--- config.mk ---
export PLATFORM = sky130hd
export DESIGN_NAME = uart_tx_serializer
export DESIGN_NICKNAME = d
export VERILOG_FILES = /design/src/rtl/uart_tx_serializer.sv
export SDC_FILE = /design/constraint.sdc
export NUM_CORES = 1
export LEC_CHECK = 0
export ABC_AREA = 1
export BUFFER_PORTS_ARGS = -buffer_cell sky130_fd_sc_hd__buf_2
export CELL_PAD_IN_SITES_DETAIL_PLACEMENT = 0
export CELL_PAD_IN_SITES_GLOBAL_PLACEMENT = 1
export CORE_MARGIN = 10
export CORE_UTILIZATION = 42
export DETAILED_ROUTE_END_ITERATION = 12
export PLACE_DENSITY_LB_ADDON = 0.2
export SLEW_MARGIN = 40
export SYNTH_ARGS = -nofsm -noshare
export SYNTH_HDL_FRONTEND = slang
export SYNTH_SLANG_ARGS = --single-unit
--- constraint.sdc ---
create_clock -name clk -period 2.4 [get_ports clk]
set_clock_uncertainty 0.15 [all_clocks]
set_input_delay 0 -clock clk [delete_from_list [all_inputs] [get_ports clk]]
set_output_delay 0 -clock clk [all_outputs]
set_load 0.01 [all_outputs]
--- src/rtl/uart_tx_serializer.sv ---
// uart_tx_serializer: UART transmit path, parallel word in, framed serial bits out
//   clk        system clock, rising edge
//   rst        asynchronous active-low reset
//   p_data     parallel word, sampled when a frame is accepted
//   data_valid request to send p_data (ignored while busy)
//   par_en     1 = append a parity bit
//   par_typ    0 = even parity, 1 = odd parity
//   prescale   clk cycles per serial bit (0 behaves as 1)
//   tx_out     registered serial line, idles high
//   busy       high for the whole frame
// Build option: define UART_TX_STOP2_EN for two stop bits.
module uart_tx_serializer #(
   parameter int DWIDTH = 8,
   parameter int PWIDTH = 6
) (
   input  logic              clk,
   input  logic              rst,
   input  logic [DWIDTH-1:0] p_data,
   input  logic              data_valid,
   input  logic              par_en,
   input  logic              par_typ,
   input  logic [PWIDTH-1:0] prescale,
   output logic              tx_out,
   output logic              busy
);
   localparam int IW = $clog2(DWIDTH + 1);
   typedef enum logic [2:0] {IDLE, START, DATA, PARITY, STOP} state_t;
   state_t state, state_n;
   logic [PWIDTH-1:0] cnt, cnt_n, pre_r, pre_n, p_last;
   logic [IW-1:0] idx, idx_n;
   logic [DWIDTH-1:0] sh, sh_n, sh_nx;
   logic par_en_r, par_en_n, par_bit_r, par_bit_n, tx_n, busy_n, bit_end;
   // Data is shifted out LSB first; parity is computed once at accept time
   // so the shift register does not need to keep the whole word.
   assign p_last  = (pre_r == '0) ? '0 : pre_r - 1'b1;
   assign bit_end = cnt == p_last;
   assign sh_nx   = sh >> 1;
   always_ff @(posedge clk or negedge rst) begin
      if (!rst) begin
         state     <= IDLE;
         cnt       <= '0;
         idx       <= '0;
         sh        <= '0;
         pre_r     <= '0;
         par_en_r  <= 1'b0;
         par_bit_r <= 1'b0;
         tx_out    <= 1'b1;
         busy      <= 1'b0;
      end else begin
         state     <= state_n;
         cnt       <= cnt_n;
         idx       <= idx_n;
         sh        <= sh_n;
         pre_r     <= pre_n;
         par_en_r  <= par_en_n;
         par_bit_r <= par_bit_n;
         tx_out    <= tx_n;
         busy      <= busy_n;
      end
   end
   always_comb begin
      state_n   = state;
      cnt_n     = cnt + 1'b1;
      idx_n     = idx;
      sh_n      = sh;
      pre_n     = pre_r;
      par_en_n  = par_en_r;
      par_bit_n = par_bit_r;
      tx_n      = tx_out;
      busy_n    = busy;
      if (state == IDLE) begin
         cnt_n  = '0;
         idx_n  = '0;
         tx_n   = 1'b1;
         busy_n = 1'b0;
         if (data_valid) begin
            sh_n      = p_data;
            pre_n     = prescale;
            par_en_n  = par_en;
            par_bit_n = ^p_data ^ par_typ;
            state_n   = START;
            tx_n      = 1'b0;
            busy_n    = 1'b1;
         end
      end else if (bit_end) begin
         cnt_n = '0;
         case (state)
            START: begin
               state_n = DATA;
               idx_n   = '0;
               tx_n    = sh[0];
            end
            DATA: begin
               if (idx == IW'(DWIDTH - 1)) begin
                  state_n = par_en_r ? PARITY : STOP;
                  idx_n   = '0;
                  tx_n    = par_en_r ? par_bit_r : 1'b1;
               end else begin
                  idx_n = idx + 1'b1;
                  sh_n  = sh_nx;
                  tx_n  = sh_nx[0];
               end
            end
            PARITY: begin
               state_n = STOP;
               tx_n    = 1'b1;
            end
            STOP: begin
`ifdef UART_TX_STOP2_EN
               // idx counts the stop bits already completed
               if (idx == '0) begin
                  idx_n = IW'(1);
               end else begin
                  state_n = IDLE;
                  idx_n   = '0;
                  busy_n  = 1'b0;
               end
`else
               state_n = IDLE;
               busy_n  = 1'b0;
`endif
            end
            default: state_n = IDLE;
         endcase
      end
   end
endmodule

==> Word-level counts from Yosys, hierarchy flattened <==
Index checks and enable logic that the tools add are counted.
{ "classes": {"addsub": 3, "reduce_logical": 14, "eq_ne": 9, "muxes": 28, "bitwise_logic": 1} }
{ "ops": {"columns": ["operator", "count"], "rows": [
  ["$mux W8", 5],
  ["$mux W6", 3],
  ["$mux W3", 5],
  ["$mux W4", 3],
  ["$mux W1", 9],
  ["$pmux W3 S3", 1],
  ["$pmux W4 S2", 1],
  ["$reduce_and A2 Y1", 4],
  ["$reduce_xor A8 Y1", 1],
  ["$add A6 B1 Y6 const B", 1],
  ["$eq A3 B2 Y1 const B", 2],
  ["$eq A6 B6 Y1", 1],
  ["$logic_not A6 Y1", 1],
  ["$reduce_bool A2 Y1", 3],
  ["$sub A6 B1 Y6 const B", 1],
  ["$add A4 B1 Y4 const B", 1],
  ["$eq A4 B3 Y1 const B", 1],
  ["$ne A2 B2 Y1 const B", 2],
  ["$reduce_and A4 Y1", 1],
  ["$reduce_bool A4 Y1", 1],
  ["$eq A3 B1 Y1 const B", 1],
  ["$eq A3 B3 Y1 const B", 1],
  ["$logic_not A3 Y1", 1],
  ["$ne A3 B3 Y1 const B", 1],
  ["other kinds (4)", 4]
]} }
{ "totals": {"elab_cells": 64, "input_bits": 19, "regBits": 31, "output_inout_bits": 2} }

==> Longest topological paths before layout <==
{ "depth": {"word_depth": 5, "ltp_mapped": 16, "ltp_nobuf": 16} }

==> Worst setup path before layout <==
No wires, ideal clock.
{ "synth_timing": {"path_type": "flip-flop to flip-flop", "startpoint": "register pre_r[0]", "endpoint": "register idx[2]", "setup_ps": 117, "path_stages_with_launch": 14, "t_required_ps": 2133, "arrival_time_ps": 1626, "slack_ps": 508, "path_buffers": 0, "synth_period_minus_slack_ps": 1892, "path_cell_list": "dfrtp_1 > inv_1 > ha_1 > nand3_2 > nand2_1 > nand2_1 > nand2_1 > nand2_1 > nor2_2 > nand2_2 > nand2_4 > nand2_1 > nand2_1 > nand2_1"} }
{ "synth_between": {"elab_chain_len": 5, "elab_cells_between_ends": 6} }
{ "synth_lines": {"columns": ["item", "line", "rtl"], "rows": [
  ["start: declaration", "29", "logic [PWIDTH-1:0] cnt, cnt_n, pre_r, pre_n, p_last;"],
  ["start signal: assignment", "54", "pre_r <= pre_n;"],
  ["$sub A6 B1 Y6 or $logic_not A6 Y1 (tied branches)", "35", "assign p_last = (pre_r == '0) ? '0 : pre_r - 1'b1;"],
  ["$mux W6 *", "35", null],
  ["$eq A6 B6 Y1 *", "36", "assign bit_end = cnt == p_last;"],
  ["$reduce_bool A2 Y1 (no source line) *", null, null],
  ["$reduce_and A2 Y1 (no source line) *", null, null],
  ["end signal: assignment", "52", "idx <= idx_n;"],
  ["end: declaration", "30", "logic [IW-1:0] idx, idx_n;"]
]} }
Every way passes the cells marked *; elsewhere a longest branch is shown, timed or not.
A chain may end at the register's enable or synchronous reset.

==> Final worst setup path <==
Same ends and word-level chain as after synthesis.

==> metrics.yaml <==
timing:
  slew_viol_final: 0
  setup_tns_ns: 0
  hold_viol_final: 0
  finalSetupViolations: 0
  worstMarginPinSlew_ns: 0.706
  period_minus_slack_ns: 2.09
  rsz0062_at_grt: "no"
  post-route-period-util_pct: 87.3
  max_freq_mhz: 477
  max_slew_margin_pct: 52.9
clock_network:
  cts_buffers: 5
  clockRootBuffer: "clkbuf_8"
  postCtsSetupBuffers: 0
  worst_skew_pair.late_latency_ns: 0.28
  cts_buffer_depth: 2
  cts_tree: "done"
  clkTransAtPathRegs_ns: 0.06
  cts_max_level: 2
  cts_sinks: 31
layout:
  drive_gt1_share_pct: 13.5
  area_growth_pct: 21.9
  final_cells: 364
  final_util_pct: 52.8
  nets: 333
  n_antenna_cell: 0
drt:
  drc: 0
  wl_mm: 4.10
  routedWlPerCell_um: 11.3
  dr_total_vias: 1682
  first_pass_iters: 4
  drt_iter0_drc: 67
  viasPerCell: 4.62
  detail-route-antenna-nets: 0
worst_hold_path:
  min-delay-start: "par_typ"
  min_path_type: "input pin to flop"
global_routing:
  track_usage_pct: 12.3
  grt_pass1_wl_mm: 7.58
  grt_max_degree: 32
  grt_pass1_vias: 1707
  grt-ovfl-total: 0
  antenna_found_initial: 0
pwr:
  clkPwrFrac_pct: 16.4
  pwr-share-seq_pct: 32.1
  combPwrFrac_pct: 51.5
  switching_share_pct: 45.7
  power.leakage_nw: 1.25
  power.total_mw: 2.73
  p_int_mw: 1.48
  p_sw_mw: 1.25
  power_density_mw_per_mm2: 1190
  irDropWorstVdd_v: 0.000632
synthesis:
  synth_nets: 291
  synth_edf_count: 0
  synth_ff_type: "dfrtp_1"
  synth_top_cell_area_share_pct: 39.8
  ys_warn_count: 0
  syn-cell-area_mm2: 0.00188
  yosysTopAreaCell: "dfrtp_1"
  yosysMostFrequentCell: "nand2_1"
  syn_avg_cell_area_um2: 7.00
  synthArstFlopShare_pct: 100
  synth.distinct_cells: 21
  synth_area_leaders: "dfrtp_1, nand2_1, nand3_1, inv_1, nor2_1"
  yosysSeqAreaShare_pct: 41.2
  synth_commonest_cells: "nand2_1, inv_1, dfrtp_1, nand3_1, nor2_1"
  netlist_instances: 269
  synth_seq_cells: 31
placement:
  gp_congestion: 0.832
  portBuffers: 20
  post-place-cells: 339
  hpwl_mm: 3.03
worst_setup_path:
  cp_max_fo: 16
  crit_path_top_delay_cell: "dfrtp_1"
  arrival_ns: 2.12
  critPathRequiredTime_ns: 2.42
  worstSetupStartpointType: "flop"
  cp_common_cell: "nand2_1"
  crit_type: "flop to flop"
  critPathMaxStageDelay_ns: 0.37
  critical_path.startpoint: "pre_r[0]"
  path_cells: "inv_2 -> ha_2 -> nand3_2 -> nand2_1 -> nand2_1 -> nand2_1 -> nand2_1 -> nor2_2 -> nand2_2 -> nand2_4 -> nand2_1 -> nand2_1 -> nand2_1"
  worst_setup_path_end_kind: "flop"
  r2r_start: "pre_r[0]"
run_status:
  status: "finished, final reports clean"
die:
  pin_count: 21
  die_h_um: 87.0
  initial_core_util_pct: 43.3
  core_area_mm2: 0.00435
  row_count: 24
  die-area_mm2: 0.00757
  die_w_um: 87.0
flow_run:
  timing.max_cap.violations: 0
[per-layer routing]
metal	vias to the layer above	wire, µm	track usage (%)
met4	0	78	4.57
met3	7	133	3.56
met5	-	0	0
met2	22	1920	19.5
met1	744	1980	15.4
li1	909	-	-
[per-stage QoR]
stage,area (µm²),setup slack (ns),hold slack (ns)
3_5_place_dp,2020,0.198,-0.0527
4_1_cts,2290,0.187,0.0833
5_1_grt,2300,0.0417,0.115
2_1_floorplan,1880,0.508,-0.446
3_3_place_gp,2020,0.236,-0.0586
6_report,2300,0.305,0.0852
[flip-flops by register name, summed over array words and instances, names as in the netlist]
signal	cells
cnt	6
sh	8
idx	4
tx_out	1
state	3
par_bit_r	1
busy	1
pre_r	6
par_en_r	1
[critical path: cells and delay by family (launching register included)]
family / cells / cell delay (ns)
flops: 1 / 0.37
simple gates: 11 / 1.11
fa+ha+maj: 1 / 0.25
buf+inv: 1 / 0.11
[cell type report]
class	instances	area (µm²)
Tap cell	52	65.1
Inverter	31	116
Timing Repair Buffer	39	285
Multi-Input combinational cell	203	953
Fill cell	433	2060
Sequential cell	31	777
Clock buffer	8	100
[what timing repair did]
item | 4_1_cts | 5_1_grt
hold endpoints to repair | 46 | 0
endpoints found under the setup margin | 0 | 7
gates resized for setup | 0 | 2
hold buffers | 17 | 0
[placed cells by master (no fill, tap or decap)]
| master | instances |
|---|---|
| nand2_1 | 111 |
| inv_1 | 30 |
| nand3_1 | 30 |
| dfrtp_1 | 30 |
| nor2_1 | 23 |
| buf_2 | 20 |
| dlygate4sd3_1 | 17 |
| o21ai_0 | 11 |
| xor2_1 | 7 |
| clkbuf_8 | 7 |
| xnor2_1 | 5 |
| nor2_2 | 4 |
| nand3_2 | 3 |
| nand2_4 | 2 |
| ha_1 | 2 |
| buf_4 | 2 |
| inv_2 | 1 |
| nand4_1 | 1 |
| nand2_2 | 1 |
| a21oi_1 | 1 |
| nor3_1 | 1 |
| ha_2 | 1 |
| clkbuf_1 | 1 |
| dfstp_2 | 1 |
[final timing paths]
| check | endpoint | slack (ns) | depth (start not counted) |
|---|---|---|---|
| worst min register to register | tx_out | 0.31 | 2 |
| max in group asynchronous | cnt[2] | 1.50 | 2 |
| worst min-delay path | par_bit_r | 0.09 | 5 |
| worst max-delay path | idx[2] | 0.31 | 13 |
| min in group asynchronous | sh[6] | 0.15 | 2 |
| worst max register to register | idx[2] | 0.31 | 13 |
[kinds of logic after synthesis]
logic type      after synthesis  share of synthesized area (%)
buf+inv                      35                           8.30
compound gates               12                           3.19
xor+xnor                     12                           5.58
simple gates                176                           39.7
fa+ha+maj                     3                           1.99
flops                        31                           41.2
[power groups by stage]
stage	Combinational, mW	Sequential (mW)	Clock [mW]
floorplan	1.18	0.857	0
global placement	1.40	0.888	0
detailed placement	1.39	0.887	0
CTS	1.42	0.878	0.465
global route	1.66	0.915	0.489
finish	1.41	0.878	0.448
Power figures use the tool's default switching activity.
